<file path="config.mk">
export PLATFORM = sky130hd
export DESIGN_NAME = poly_gen_flat
export DESIGN_NICKNAME = d
export VERILOG_FILES = /design/src/rtl/poly_gen_pkg.sv /design/src/rtl/poly_gen_if.sv /design/src/rtl/poly_gen_lfsr.sv /design/src/rtl/poly_gen.sv /design/src/flat_wrapper.sv
export SDC_FILE = /design/constraint.sdc
export NUM_CORES = 1
export LEC_CHECK = 0
export ABC_AREA = 1
export CAP_MARGIN = 0
export CORE_MARGIN = 1
export CORE_UTILIZATION = 47
export CTS_CLUSTER_SIZE = 28
export DETAILED_ROUTE_END_ITERATION = 7
export GPL_ROUTABILITY_DRIVEN = 1
export PLACE_DENSITY_LB_ADDON = 0.15
export RECOVER_POWER = 25
export SLEW_MARGIN = 20
export SYNTH_ARGS = -nofsm -noshare
export SYNTH_HDL_FRONTEND = slang
export SYNTH_SLANG_ARGS = --single-unit
</file>
<file path="constraint.sdc">
create_clock -name clk -period 1.4 [get_ports clk]
set_input_delay 0.28 -clock clk [delete_from_list [all_inputs] [get_ports clk]]
set_output_delay 0.28 -clock clk [all_outputs]
set_load 0.01 [all_outputs]
</file>
<file path="src/rtl/poly_gen_pkg.sv">
// Shared types, default geometry and feedback function for the poly_gen noise block.
package poly_gen_pkg;

    typedef enum logic [1:0] {
        ADV_IDLE = 2'd0,
        ADV_RUN  = 2'd1,
        ADV_DONE = 2'd2
    } adv_state_t;

    localparam int DEF_LEN_A = 4;
    localparam int DEF_TAP_A = 1;
    localparam int DEF_LEN_B = 5;
    localparam int DEF_TAP_B = 2;
    localparam int DEF_LEN_S = 9;
    localparam int DEF_LEN_L = 17;
    localparam int DEF_TAP_L = 5;
    localparam int DEF_RND_W = 8;
    localparam int DEF_CNT_W = 16;

    // XNOR feedback keeps all-zero as a legal state; all-ones is the lockup.
    function automatic logic xnor_fb(input logic i_b0, input logic i_bt);
        return ~(i_b0 ^ i_bt);
    endfunction

endpackage

</file>
<file path="src/rtl/poly_gen_if.sv">
// Control/status bundle between the poly_gen block and its host.
interface poly_gen_if #(
    parameter int LEN_L = 17,
    parameter int CNT_W = 16,
    parameter int RND_W = 8
);
    logic             step_en;
    logic             init;
    logic             sel_short;
    logic             seed_valid;
    logic             seed_ready;
    logic [LEN_L-1:0] seed_data;
    logic             adv_req;
    logic [CNT_W-1:0] adv_cnt;
    logic             adv_busy;
    logic             adv_done;
    logic             poly_a;
    logic             poly_b;
    logic             poly_l;
    logic [RND_W-1:0] rnd_num;

    modport master (
        output step_en, init, sel_short, seed_valid, seed_data, adv_req, adv_cnt,
        input  seed_ready, adv_busy, adv_done, poly_a, poly_b, poly_l, rnd_num
    );

    modport slave (
        input  step_en, init, sel_short, seed_valid, seed_data, adv_req, adv_cnt,
        output seed_ready, adv_busy, adv_done, poly_a, poly_b, poly_l, rnd_num
    );
endinterface

</file>
<file path="src/rtl/poly_gen_lfsr.sv">
// Fixed-length Fibonacci XNOR LFSR used for the short polys; q is the output bit 0.
module xnor_lfsr
    import poly_gen_pkg::*;
#(
    parameter int LEN = 4,
    parameter int TAP = 1
) (
    input  logic clk,
    input  logic rst_n,
    input  logic step,
    input  logic clr,
    output logic q
);
    logic [LEN-1:0] r_q;
    logic           w_fb;

    assign w_fb = xnor_fb(r_q[0], r_q[TAP]);
    assign q    = r_q[0];

    always_ff @(posedge clk or negedge rst_n) begin
        if (!rst_n) begin
            r_q <= '0;
        end else if (clr) begin
            r_q <= '0;
        end else if (step) begin
            r_q <= {w_fb, r_q[LEN-1:1]};
        end
    end
endmodule

</file>
<file path="src/rtl/poly_gen.sv">
// Polynomial noise generator: two short LFSRs plus a dual-length long LFSR with seed load.
// Define POLY_GEN_ADVANCE_EN to build the burst-advance FSM that skips the long poly ahead.
module poly_gen
    import poly_gen_pkg::*;
#(
    parameter int LEN_A = DEF_LEN_A,
    parameter int TAP_A = DEF_TAP_A,
    parameter int LEN_B = DEF_LEN_B,
    parameter int TAP_B = DEF_TAP_B,
    parameter int LEN_S = DEF_LEN_S,
    parameter int LEN_L = DEF_LEN_L,
    parameter int TAP_L = DEF_TAP_L,
    parameter int RND_W = DEF_RND_W,
    parameter int CNT_W = DEF_CNT_W
) (
    input logic        clk,
    input logic        rst_n,
    poly_gen_if.slave  bus
);
    localparam logic [LEN_L-1:0] SHORT_MASK = {{(LEN_L-LEN_S){1'b0}}, {LEN_S{1'b1}}};

    logic [LEN_L-1:0] r_long;
    logic             r_mode;
    logic             w_fb;
    logic [LEN_L-1:0] w_long_next;
    logic [LEN_L-1:0] w_seed_img;
    logic             w_seed_load;
    logic             w_adv_step;
    logic             w_adv_busy;
    logic             w_adv_done;

    xnor_lfsr #(.LEN(LEN_A), .TAP(TAP_A)) u_lfsr_a (
        .clk   (clk),
        .rst_n (rst_n),
        .step  (bus.step_en),
        .clr   (bus.init),
        .q     (bus.poly_a)
    );

    xnor_lfsr #(.LEN(LEN_B), .TAP(TAP_B)) u_lfsr_b (
        .clk   (clk),
        .rst_n (rst_n),
        .step  (bus.step_en),
        .clr   (bus.init),
        .q     (bus.poly_b)
    );

    assign w_fb = xnor_fb(r_long[0], r_long[TAP_L]);

    // Short mode injects at LEN_S-1 and flushes everything above it to zero.
    always_comb begin
        w_long_next = {w_fb, r_long[LEN_L-1:1]};
        if (r_mode) begin
            w_long_next            = '0;
            w_long_next[LEN_S-1]   = w_fb;
            w_long_next[LEN_S-2:0] = r_long[LEN_S-1:1];
        end
    end

    always_comb begin
        w_seed_img = bus.seed_data;
        if (r_mode) begin
            w_seed_img = bus.seed_data & SHORT_MASK;
        end
        if (r_mode ? (&bus.seed_data[LEN_S-1:0]) : (&bus.seed_data)) begin
            w_seed_img[0] = 1'b0;
        end
    end

`ifdef POLY_GEN_ADVANCE_EN
    adv_state_t       r_state;
    logic [CNT_W-1:0] r_cnt;

    always_ff @(posedge clk or negedge rst_n) begin
        if (!rst_n) begin
            r_state <= ADV_IDLE;
            r_cnt   <= '0;
        end else if (bus.init) begin
            r_state <= ADV_IDLE;
        end else begin
            case (r_state)
                ADV_IDLE: begin
                    if (bus.adv_req) begin
                        if (bus.adv_cnt != '0) begin
                            r_cnt   <= bus.adv_cnt;
                            r_state <= ADV_RUN;
                        end else begin
                            r_state <= ADV_DONE;
                        end
                    end
                end
                ADV_RUN: begin
                    if (r_cnt == CNT_W'(1)) begin
                        r_state <= ADV_DONE;
                    end else begin
                        r_cnt <= r_cnt - CNT_W'(1);
                    end
                end
                ADV_DONE: r_state <= ADV_IDLE;
                default:  r_state <= ADV_IDLE;
            endcase
        end
    end

    assign w_adv_step = (r_state == ADV_RUN);
    assign w_adv_busy = (r_state == ADV_RUN);
    assign w_adv_done = (r_state == ADV_DONE);
`else
    logic w_unused_adv;

    assign w_unused_adv = ^{bus.adv_req, bus.adv_cnt};
    assign w_adv_step   = 1'b0;
    assign w_adv_busy   = 1'b0;
    assign w_adv_done   = 1'b0;
`endif

    assign bus.seed_ready = ~bus.init & ~w_adv_busy;
    assign w_seed_load    = bus.seed_valid & bus.seed_ready;

    // During an advance the long poly steps once per clock no matter what step_en does.
    always_ff @(posedge clk or negedge rst_n) begin
        if (!rst_n) begin
            r_long <= '0;
            r_mode <= 1'b0;
        end else if (bus.init) begin
            r_long <= '0;
            r_mode <= 1'b0;
        end else if (w_seed_load) begin
            r_long <= w_seed_img;
        end else if (w_adv_step | bus.step_en) begin
            r_long <= w_long_next;
            r_mode <= bus.sel_short;
        end
    end

    assign bus.poly_l   = r_long[0];
    assign bus.rnd_num  = ~r_long[RND_W-1:0];
    assign bus.adv_busy = w_adv_busy;
    assign bus.adv_done = w_adv_done;
endmodule

</file>
<file path="src/flat_wrapper.sv">
// flat-port wrapper written by rule: the top's interface ports become plain ports
module poly_gen_flat import poly_gen_pkg::*;
#(
    parameter int LEN_A = DEF_LEN_A,
    parameter int TAP_A = DEF_TAP_A,
    parameter int LEN_B = DEF_LEN_B,
    parameter int TAP_B = DEF_TAP_B,
    parameter int LEN_S = DEF_LEN_S,
    parameter int LEN_L = DEF_LEN_L,
    parameter int TAP_L = DEF_TAP_L,
    parameter int RND_W = DEF_RND_W,
    parameter int CNT_W = DEF_CNT_W
)
  (clk, rst_n, bus_step_en, bus_init, bus_sel_short, bus_seed_valid, bus_seed_data, bus_adv_req, bus_adv_cnt, bus_seed_ready, bus_adv_busy, bus_adv_done, bus_poly_a, bus_poly_b, bus_poly_l, bus_rnd_num);
  poly_gen_if #(.LEN_L(LEN_L), .CNT_W(CNT_W), .RND_W(RND_W)) bus_i ();
  input logic clk;
  input logic rst_n;
  input wire logic [$bits(bus_i.step_en)-1:0] bus_step_en;
  input wire logic [$bits(bus_i.init)-1:0] bus_init;
  input wire logic [$bits(bus_i.sel_short)-1:0] bus_sel_short;
  input wire logic [$bits(bus_i.seed_valid)-1:0] bus_seed_valid;
  input wire logic [$bits(bus_i.seed_data)-1:0] bus_seed_data;
  input wire logic [$bits(bus_i.adv_req)-1:0] bus_adv_req;
  input wire logic [$bits(bus_i.adv_cnt)-1:0] bus_adv_cnt;
  output wire logic [$bits(bus_i.seed_ready)-1:0] bus_seed_ready;
  output wire logic [$bits(bus_i.adv_busy)-1:0] bus_adv_busy;
  output wire logic [$bits(bus_i.adv_done)-1:0] bus_adv_done;
  output wire logic [$bits(bus_i.poly_a)-1:0] bus_poly_a;
  output wire logic [$bits(bus_i.poly_b)-1:0] bus_poly_b;
  output wire logic [$bits(bus_i.poly_l)-1:0] bus_poly_l;
  output wire logic [$bits(bus_i.rnd_num)-1:0] bus_rnd_num;
  assign bus_i.step_en = bus_step_en;
  assign bus_i.init = bus_init;
  assign bus_i.sel_short = bus_sel_short;
  assign bus_i.seed_valid = bus_seed_valid;
  assign bus_i.seed_data = bus_seed_data;
  assign bus_i.adv_req = bus_adv_req;
  assign bus_i.adv_cnt = bus_adv_cnt;
  assign bus_seed_ready = bus_i.seed_ready;
  assign bus_adv_busy = bus_i.adv_busy;
  assign bus_adv_done = bus_i.adv_done;
  assign bus_poly_a = bus_i.poly_a;
  assign bus_poly_b = bus_i.poly_b;
  assign bus_poly_l = bus_i.poly_l;
  assign bus_rnd_num = bus_i.rnd_num;
  poly_gen #(.LEN_A(LEN_A), .TAP_A(TAP_A), .LEN_B(LEN_B), .TAP_B(TAP_B), .LEN_S(LEN_S), .LEN_L(LEN_L), .TAP_L(TAP_L), .RND_W(RND_W), .CNT_W(CNT_W)) u_core (.clk(clk), .rst_n(rst_n), .bus(bus_i));
endmodule
</file>
* Word-level counts from Yosys, hierarchy flattened
Cells that the tools add are included.
Word-level totals: word-level logic and storage cells 33, output and inout port bits 14, register bits 27
Operators by class: equality and inequality tests 1, bitwise operators 9, muxes and demuxes 14, reductions and logical operators 5
Operator list (count):
- $mux W17 | 5
- $reduce_and A17 Y1 | 1
- $mux W5 | 2
- $reduce_and A9 Y1 | 1
- $mux W4 | 2
- $not A8 Y8 | 1
- $mux W1 | 5
- $not A1 Y1 | 4
- $reduce_bool A3 Y1 | 1
- $xor A1 B1 Y1 | 3
- $ne A2 B2 Y1 const B | 1
- $reduce_and A2 Y1 | 1
- $reduce_bool A2 Y1 | 1
- $and A1 B1 Y1 | 1

* Depth between registers and ports, before layout
Gate-level depths: netlist of the first run.
word-level depth 6, mapped depth 8, depth with buffers taken out 7

* Modules after synthesis
Synthesis of the first run repeated with hierarchy kept, for this count alone.
Unflattened totals: cell total of the unflattened synthesis 172, area total of the unflattened synthesis 1423.9 µm²
By module, submodules not included:
- poly_gen | cells an instance 121, sequential area each 450.4 µm², area each 1008.5 µm², times used 1
- xnor_lfsr at u_core.u_lfsr_b | cells an instance 28, sequential area each 125.1 µm², area each 227.7 µm², times used 1
- xnor_lfsr at u_core.u_lfsr_a | cells an instance 23, sequential area each 100.1 µm², area each 187.7 µm², times used 1

* Worst setup path before layout of the first run
OpenSTA, ideal clock, no wires.
path kind input-to-reg, start point input port bus_init, end point register u_core.r_long[1], stages on the path 6, required time 1.272 ns, arrival 0.881 ns, library setup time 0.128 ns, path slack 0.391 ns, cell sequence inv_2 -> nand2_2 -> buf_6 -> buf_12 -> o22ai_1 -> o22ai_1
Between the ends: word-level cells in the longest chain between the ends 4
RTL lines:
- from (decl) | line flat_wrapper.sv:19 | input wire logic [$bits(bus_i.init)-1:0] bus_init;
- $not A1 Y1 | line poly_gen.sv:117 | assign bus.seed_ready = ~bus.init & ~w_adv_busy;
- $and A1 B1 Y1 | line poly_gen.sv:118 | assign w_seed_load = bus.seed_valid & bus.seed_ready;
- $mux W17 | line poly_gen.sv:128 | end else if (w_seed_load) begin
- $mux W17 | line poly_gen.sv:125 | end else if (bus.init) begin
- to (signal assigned) | line poly_gen.sv:129 | r_long <= w_seed_img;
- to (signal assigned) | line poly_gen.sv:131 | r_long <= w_long_next;
- to (decl) | line poly_gen.sv:22 | logic [LEN_L-1:0] r_long;
Several ways; a longest one is shown, not always the timed one. A chain may end at the register's enable or synchronous reset.

* Worst setup path in the final report of the first run
start point input port bus_init, end point output port bus_seed_ready
Between the ends: word-level cells in the longest chain between the ends 1
RTL lines:
- $not A1 Y1 | line poly_gen.sv:117
- to (decl) | line flat_wrapper.sv:25 | output wire logic [$bits(bus_i.seed_ready)-1:0] bus_seed_ready;
Every way passes these cells.

==> results of run 1 <==
[how the worst max path moves through the flow]
| stage | startpoint | to | slack, ns | cells past startpoint |
|---|---|---|---|---|
| global placement | bus_init | bus_seed_ready | -0.24 | 3 |
| CTS | u_core.r_long[6] | bus_rnd_num[6] | 0.03 | 2 |
| finish | bus_init | bus_seed_ready | 0.06 | 3 |
| global route | u_core.r_long[5] | bus_rnd_num[5] | 0.006 | 2 |
| floorplan | bus_init | u_core.r_long[1] | 0.39 | 6 |
| detailed placement | bus_init | bus_seed_ready | -0.26 | 3 |
[layout by cell type, fill, tap and decap left out]
cell type	instances
nand2_1	70
dfrtp_1	27
inv_1	22
clkdlybuf4s50_1	21
buf_4	21
o22ai_1	16
clkdlybuf4s15_1	8
nor2_1	7
o21ai_0	4
nand3_1	4
inv_2	3
clkbuf_4	3
dlygate4sd2_1	3
nor2_4	2
nand2_2	2
o211ai_1	2
xor2_1	2
conb_1	2
nand2_4	1
inv_4	1
nor2_8	1
o21ai_2	1
xnor2_1	1
nand4_1	1
nor2_2	1
a21oi_1	1
clkbuf_1	1
dlygate4sd3_1	1
buf_2	1
buf_12	1
clkbuf_2	1
[state kept, by name, summed over array words and instances (netlist names)]
register / count
u_core.r_mode: 1
u_core.u_lfsr_a.r_q: 4
u_core.u_lfsr_b.r_q: 5
u_core.r_long: 17
[stage by stage]
stage	setup slack [ns]	instance area (µm²)
after CTS	0.0289	1900
after floorplan	0.391	1400
after global routing	0.00576	1930
final	0.0565	1930
after global placement	-0.239	1850
after detailed placement	-0.261	1850
[report_power, final]
group          internal [mW]  switching (mW)
Sequential             0.829          0.0261
Clock                  0.112           0.227
Combinational          0.191           0.190
Total                   1.13           0.443
[what timing repair did]
item	CTS	global route
gates resized for setup	16	8
setup endpoints to repair	12	9
buffers inserted	6	2
[cell families after synthesis]
kind of cell,count (synthesis),synth area share
and+or+nand+nor,89,0.277
buffers and inverters,31,0.113
DFF,27,0.483
AOI/OAI and AO/OA,24,0.106
xor gates and xnor gates,3,0.0188
other,1,0.00268
[cell type report]
| type | count | area share |
|---|---|---|
| Sequential cell | 27 | 0.351 |
| Multi-Input combinational cell | 118 | 0.296 |
| Timing Repair Buffer | 57 | 0.267 |
| Inverter | 26 | 0.0520 |
| Tap cell | 31 | 0.0201 |
| Clock buffer | 4 | 0.0136 |
[layer usage]
metal  vias up  global-route usage  routed length, µm
met4         0              0.0662                 48
li1        659                   -                  -
met2        23               0.368               1470
met1       591               0.291               1460
met3         6              0.0230                 85
met5         -                   0                  0
[critical path, delay by kind of cell]
kind,cells,cell delay [ns]
buffers and inverters,3,0.78
==> results.txt, run 1 <==
- Most instantiated flip-flop cell in the synthesis netlist: dfrtp_1
- Run status: completed
- The clock passes through at most 2 buffers.
- The initial antenna violation count is 0.
* Final-report setup violation count: 0
- The tree built by TritonCTS fans out to 27 sinks.
- Num CTS Buffers: 3
- GRT Util Overall: 0.217
- Slew at the pin closest to its max-slew limit: 0.667 ns
* Critical path's largest stage delay: 0.50 ns
- The floorplan step defined a core boundary enclosing 0.00278 mm².
- Worst Path Arrival: 1.06 ns
- Critical path's slowest cell: clkdlybuf4s50_1
- The worst register-to-register path ends at u_core.r_long[16].
- In this run the number of H-tree levels came out at 1.
- Setup Crit Path Kind: in2out
- Post-synthesis cell area: 0.00140 mm²
- The number of different library cells used by synthesis comes to 24.
* Pre-antenna DRT Iters: 4
- Summed over all layers, the global routing overflow is 0.
- Area contributors post-synth: dfrtp_1, nand2_1, o22ai_1
- Number of cells on the worst reg-to-reg path: 7
- After detailed routing, the number of remaining DRC violations is 0.
* Starting density of the core: 0.503
* Count of buffers from port buffering: 34
* Required time of the worst setup path: 1.12 ns
- Number of standard cells in the final layout excluding fillers: 263
- Number of warnings reported in the yosys synthesis log: 0
* Placer's final routability congestion estimate: 0.796
- The commonest cells after synthesis are nand2_1, dfrtp_1, inv_1.
- Final Util: 0.692
- Hold-fix buffers, CTS: 0
* Final count of hold timing violations: 0
* Clock tree from TritonCTS: built
- In this run the count of I/O pins placed on the die edge is 54.
- Reported max-cap violation count: 0
* Relative area change from synthesis to final layout: 37.5%
- Entering global routing, the biggest net connects 28 pins.
- In this run the register-to-register setup slack is 0.23 ns.
* Share of layout cells above drive strength 1: 0.168
* HPWL after DPL: 2310 µm
* CP startpoint kind: input port
- The final number of max-transition violations is 0.
- Total Power Consumption: 1.58 mW
- Post-synth EDFFs: 0
- Die boundary height: 56.6 µm
- Type of destination of the critical path: primary output
- Combined area of the multi-input logic cells: 571 µm²
* Drt wl/cell: 11.7 µm
* Iteration-0 DRC count of the detailed router: 46
* Worst slew margin relative to its limit: 0.555
- Between clock sinks in the finished design, the worst skew comes to 0.00220 ns.
- For this run, the register share of the synthesized area comes to 0.483.
- Summing over every cut layer, the via total after detailed routing is 1279.
- Period minus WS final: 1.34 ns
- Number of placement rows: 19
- Clock transition at path regs: 0.14 ns
- The filler cells instantiated in the layout total 249.
* Average footprint of a synthesized cell: 8.00 µm²
- Area of all sequential standard cells: 676 µm²
* Flops & latches, synth: 27
* Number of antenna cells inserted: 0
- The cell sitting at the root of the clock tree is a clkbuf_4.
- In the finished design, the share of the clock period the worst path needs comes to 0.960.
* Post-route ant nets: 0
- Dominant cell type by area after synthesis: dfrtp_1
- Of the post-synthesis cell area, the dominant cell type holds 0.483.
- Setup repair after global routing left no endpoint under its margin.
* Ordered cell list for the critical path: clkdlybuf4s50_1, inv_2, clkdlybuf4s15_1
- The die is 56.6 µm wide.
- The cell count after synthesis came out at 175.
* Post-Route Setup TNS: 0 ns
- Highest achievable clock rate: 744 MHz
- Peak fanout along the critical path: 4
- Power Dens Cells: 818 mW/mm²
- In the post-synthesis netlist, the cell with the most instances is nand2_1.
- The via count of the first global-routing pass came to 1300.
- RR Startpoint: u_core.r_long[0]
* Number of cells in the design after placement: 251
* Hold WC Path Type: in2async
- The die covers 0.00320 mm².
* Static leakage: 1.02 nW
- Routed wire length: 3070 µm
* First-pass GRT wire length: 5440 µm
- For this run, the post-layout net count is 273.
- Later-pin clock latency in the skew report: 0.32 ns
- Worst supply voltage drop on vdd: 0.000668 V
- For this run, asynchronously set or reset flops after synthesis account for 1.00.
* Hold WS: 0.501 ns
- In the routed layout, each cell is associated on average with a via count of 4.86.
(Power assumes the default switching activity.)
==> run 2: changes to the inputs <==
--- a/config.mk
+++ b/config.mk
@@ -6,11 +6,13 @@
 export NUM_CORES = 1
 export LEC_CHECK = 0
 export ABC_AREA = 1
+export ABC_CLOCK_PERIOD_IN_PS = 1400
 export CAP_MARGIN = 0
 export CORE_MARGIN = 1
-export CORE_UTILIZATION = 47
+export CORE_UTILIZATION = 50
 export CTS_CLUSTER_SIZE = 28
 export DETAILED_ROUTE_END_ITERATION = 7
+export DONT_BUFFER_PORTS = 1
 export GPL_ROUTABILITY_DRIVEN = 1
 export PLACE_DENSITY_LB_ADDON = 0.15
 export RECOVER_POWER = 25
==> run 2 against run 1 <==
  * Core utilization fell by 13 points
  * First-iteration DRC count decreased by 63%
  * Clock-buffer cell count unchanged
  * Clock power fell by 3%
  * Critical path type is now reg2out
  * Largest cell class unchanged
  * Largest power group unchanged
==> results.txt, run 2 (synthesized netlist as in run 1, its figures left out) <==
- Run status: completed (unchanged).
- The instance count after placement with tap cells included is 204 (was 251).
* Largest registers: u_core.r_long x17, u_core.u_lfsr_b.r_q x5, u_core.u_lfsr_a.r_q x4 (unchanged)
- Setup Skew: 0.0126 ns (was 0.00220 ns)
* Final worst-path cycle share: 0.861 (was 0.960)
- The area growth from synthesis to layout came to 3.40% (was 37.5%).
* Post-Route Setup TNS: 0 ns (unchanged)
- Placer's final routability congestion estimate: 0.817 (was 0.796)
* Clock transition at path regs: 0.14 ns (about the same)
- The number of buffers and inverters on the critical path is 1 (was 3).
- Worst supply voltage drop on vdd: 0.000826 V (was 0.000668 V)
* Worst Min Path Start: bus_sel_short
* Endpoint, Worst Hold: u_core.r_mode
* Later-pin clock latency in the skew report: 0.32 ns (about the same)
- Count of buffers from port buffering: 0 (was 34)
- Worst path setup slack after routing: 0.194 ns (was 0.0565 ns)
* HPWL after DPL: 2050 µm (was 2310 µm)
* Width of the chip: 54.9 µm (was 56.6 µm)
* Number of standard cells in the final layout excluding fillers: 210 (was 263)
* Worst Path Arrival: 0.93 ns (was 1.06 ns)
- The worst hold path was traced through 2 stages.
- The critical path's largest stage delay was 0.46 ns (was 0.50 ns).
- Register name with the most flops: u_core.r_long (unchanged)
- Register share of total power: 0.610 (was 0.543)
* Share of total power consumed by net switching: 0.280 (was 0.281)
- The most common library cell in the layout ignoring fill and taps was nand2_1 (unchanged).
* Switching power of the nets: 0.396 mW (was 0.443 mW)
* H-tree Lvls: 1 (unchanged)
- Iteration-0 DRC count of the detailed router: 17 (was 46)
* Final count of hold timing violations: 0 (unchanged)
- The final number of max-transition violations was 0 (unchanged).
- Required time of the worst setup path: 1.12 ns (about the same)
- Reported max-cap violation count: 0 (unchanged)
* Highest achievable clock rate: 829 MHz (was 744 MHz)
- Top-level I/O count: 54 (unchanged)
- Starting density of the core: 0.545 (was 0.503)
- # fillers: 250 (was 249)
- Routed via count divided by cell count: 5.20 (was 4.86)
- The largest driver fanout on the critical path is 3 (was 4).
- Number of DRC violations after detailed routing: 0 (unchanged)
- Die Footprint: 0.00302 mm² (was 0.00320 mm²)
- GRT Util Overall: 0.211 (was 0.217)
- The first-pass GRT wire length is 4470 µm (was 5440 µm).
- Die boundary height: 54.9 µm (was 56.6 µm)
* Cell internal power dissipation: 1.02 mW (was 1.13 mW)
- The final period demand of the worst path came to 1.21 ns (was 1.34 ns).
* Setup Crit Path Kind: reg2out (was in2out)
- The CTS tree is built (unchanged).
* CTS Sinks: 27 (unchanged)
* Worst reg2reg path endpoint: u_core.r_long[8] (was u_core.r_long[16])
- The number of endpoints failing setup at the final stage was 0 (unchanged).
* Area of the core: 0.00257 mm² (was 0.00278 mm²)
- The final routed wirelength across all metal layers was 2750 µm (was 3070 µm).
- Clock group share of total power: 0.232 (was 0.215)
- The post-route total power was 1.41 mW (was 1.58 mW).
* Worst Setup Slack post-DPL: 0.298 ns (was -0.261 ns)
- Max reg flops: 17 (unchanged)
* Setup repair after global routing missed its margin: false (unchanged)
* Num CTS Buffers: 3 (unchanged)
- The count of inserted antenna diode cells was 0 (unchanged).
- Worst slew margin relative to its limit: 0.563 (was 0.555)
- Number of placement rows: 18 (was 19)
- Cell family with most CP delay: flip-flops (was buffers and inverters)
* Post-route ant nets: 0 (unchanged)
* Share of layout cells above drive strength 1: 0.100 (was 0.168)
- The post-cts resize count is 0 (was 16).
* Pre-antenna DRT Iters: 4 (unchanged)
- The largest net degree at the start of global routing is 28 (unchanged).
- The highest-delay cell along the critical path was dfrtp_1 (was clkdlybuf4s50_1).
- Hold WS: 0.0877 ns (was 0.501 ns)
- The leakage power figure was 0.776 nW (was 1.02 nW).
- The reg-to-reg startpoint is u_core.r_long[0] (unchanged).
- Type of destination of the critical path: primary output (unchanged)
- The power per cell area is 975 mW/mm² (was 818 mW/mm²).
- Register-to-register path setup slack: 0.37 ns (was 0.23 ns)
- Number of antenna violations at the first check in global routing: 0 (unchanged)
* Slew at the pin closest to its max-slew limit: 0.656 ns (was 0.667 ns)
* CP startpoint kind: flop (was input port)
* Library cell used as clock root buffer: clkbuf_4 (unchanged)
- Number of cells on the worst reg-to-reg path: 5 (was 7)
- The via count of the first global-routing pass is 1052 (was 1300).
- Most frequent cells in the layout: nand2_1, dfrtp_1, inv_1, o22ai_1, nor2_1 (was nand2_1, dfrtp_1, inv_1, clkdlybuf4s50_1, buf_4)
* CTS max path bufs: 2 (unchanged)
- The leftover overflow at the end of global routing was 0 (unchanged).
- The combinational share of power was 0.158 (was 0.242).
- Ordered cell list for the critical path: inv_1 (was clkdlybuf4s50_1, inv_2, clkdlybuf4s15_1)
- Drt wl/cell: 13.1 µm (was 11.7 µm)
- The via total after detailed routing was 1093 (was 1279).
- The net total in the final layout came to 221 (was 273).
- Hold WC Path Type: in2reg (was in2async)
run 2: cell types whose count changed in the layout (fill, tap and decap cells not counted):
cell	previous run	this run
buf_4	21	3
dlygate4sd2_1	3	0
clkdlybuf4s50_1	21	0
clkdlybuf4s15_1	8	0
inv_1	22	23
buf_2	1	0
buf_12	1	0
inv_2	3	2
run 2: power groups by stage:
| stage | sequential (mW) | combinational (mW) | clock (mW) |
|---|---|---|---|
| after floorplan | 0.868 | 0.183 | 0 |
| after global placement | 0.873 | 0.202 | 0 |
| after detailed placement | 0.877 | 0.206 | 0 |
| after CTS | 0.861 | 0.230 | 0.340 |
| after global routing | 0.868 | 0.255 | 0.373 |
| final | 0.861 | 0.223 | 0.328 |
run 2: cell type report:
cell class,count,area (µm²),area share
Clock buffer,4,26.3,0.0182
Inverter,26,100,0.0691
Multi-Input combinational cell,118,571,0.394
Sequential cell,27,676,0.467
Tap cell,30,37.5,0.0259
Timing Repair Buffer,5,37.5,0.0259
run 2: how the worst max path moves through the flow:
stage                startpoint                to  slack [ns]  cells after the start
2_1_floorplan          bus_init  u_core.r_long[1]        0.39                      6
3_5_place_dp           bus_init  u_core.r_long[9]        0.30                      7
3_3_place_gp           bus_init  u_core.r_long[9]        0.30                      8
6_report       u_core.r_long[0]    bus_rnd_num[0]        0.19                      1
4_1_cts        u_core.r_long[0]    bus_rnd_num[0]        0.18                      1
5_1_grt        u_core.r_long[0]    bus_rnd_num[0]        0.13                      1
run 2: per-stage QoR:
stage | utilization | area, µm²
floorplan | - | 1400
global placement | 0.548 | 1410
detailed placement | 0.548 | 1410
CTS | 0.570 | 1460
global route | 0.564 | 1450
finish | 0.564 | 1450
run 2: timing repair:
| action | in CTS | in global routing |
|---|---|---|
| hold endpoints to repair | 27 | 0 |
| setup endpoints to repair | 0 | 0 |
| setup buffers | 0 | 0 |
| hold buffers | 2 | 0 |
run 2: routing by layer:
metal	up-vias	track usage	part of all wire
met4	0	0.0417	0.0054
met3	2	0.0683	0.054
met5	-	0	0
li1	556	-	-
met2	29	0.355	0.48
met1	506	0.266	0.46
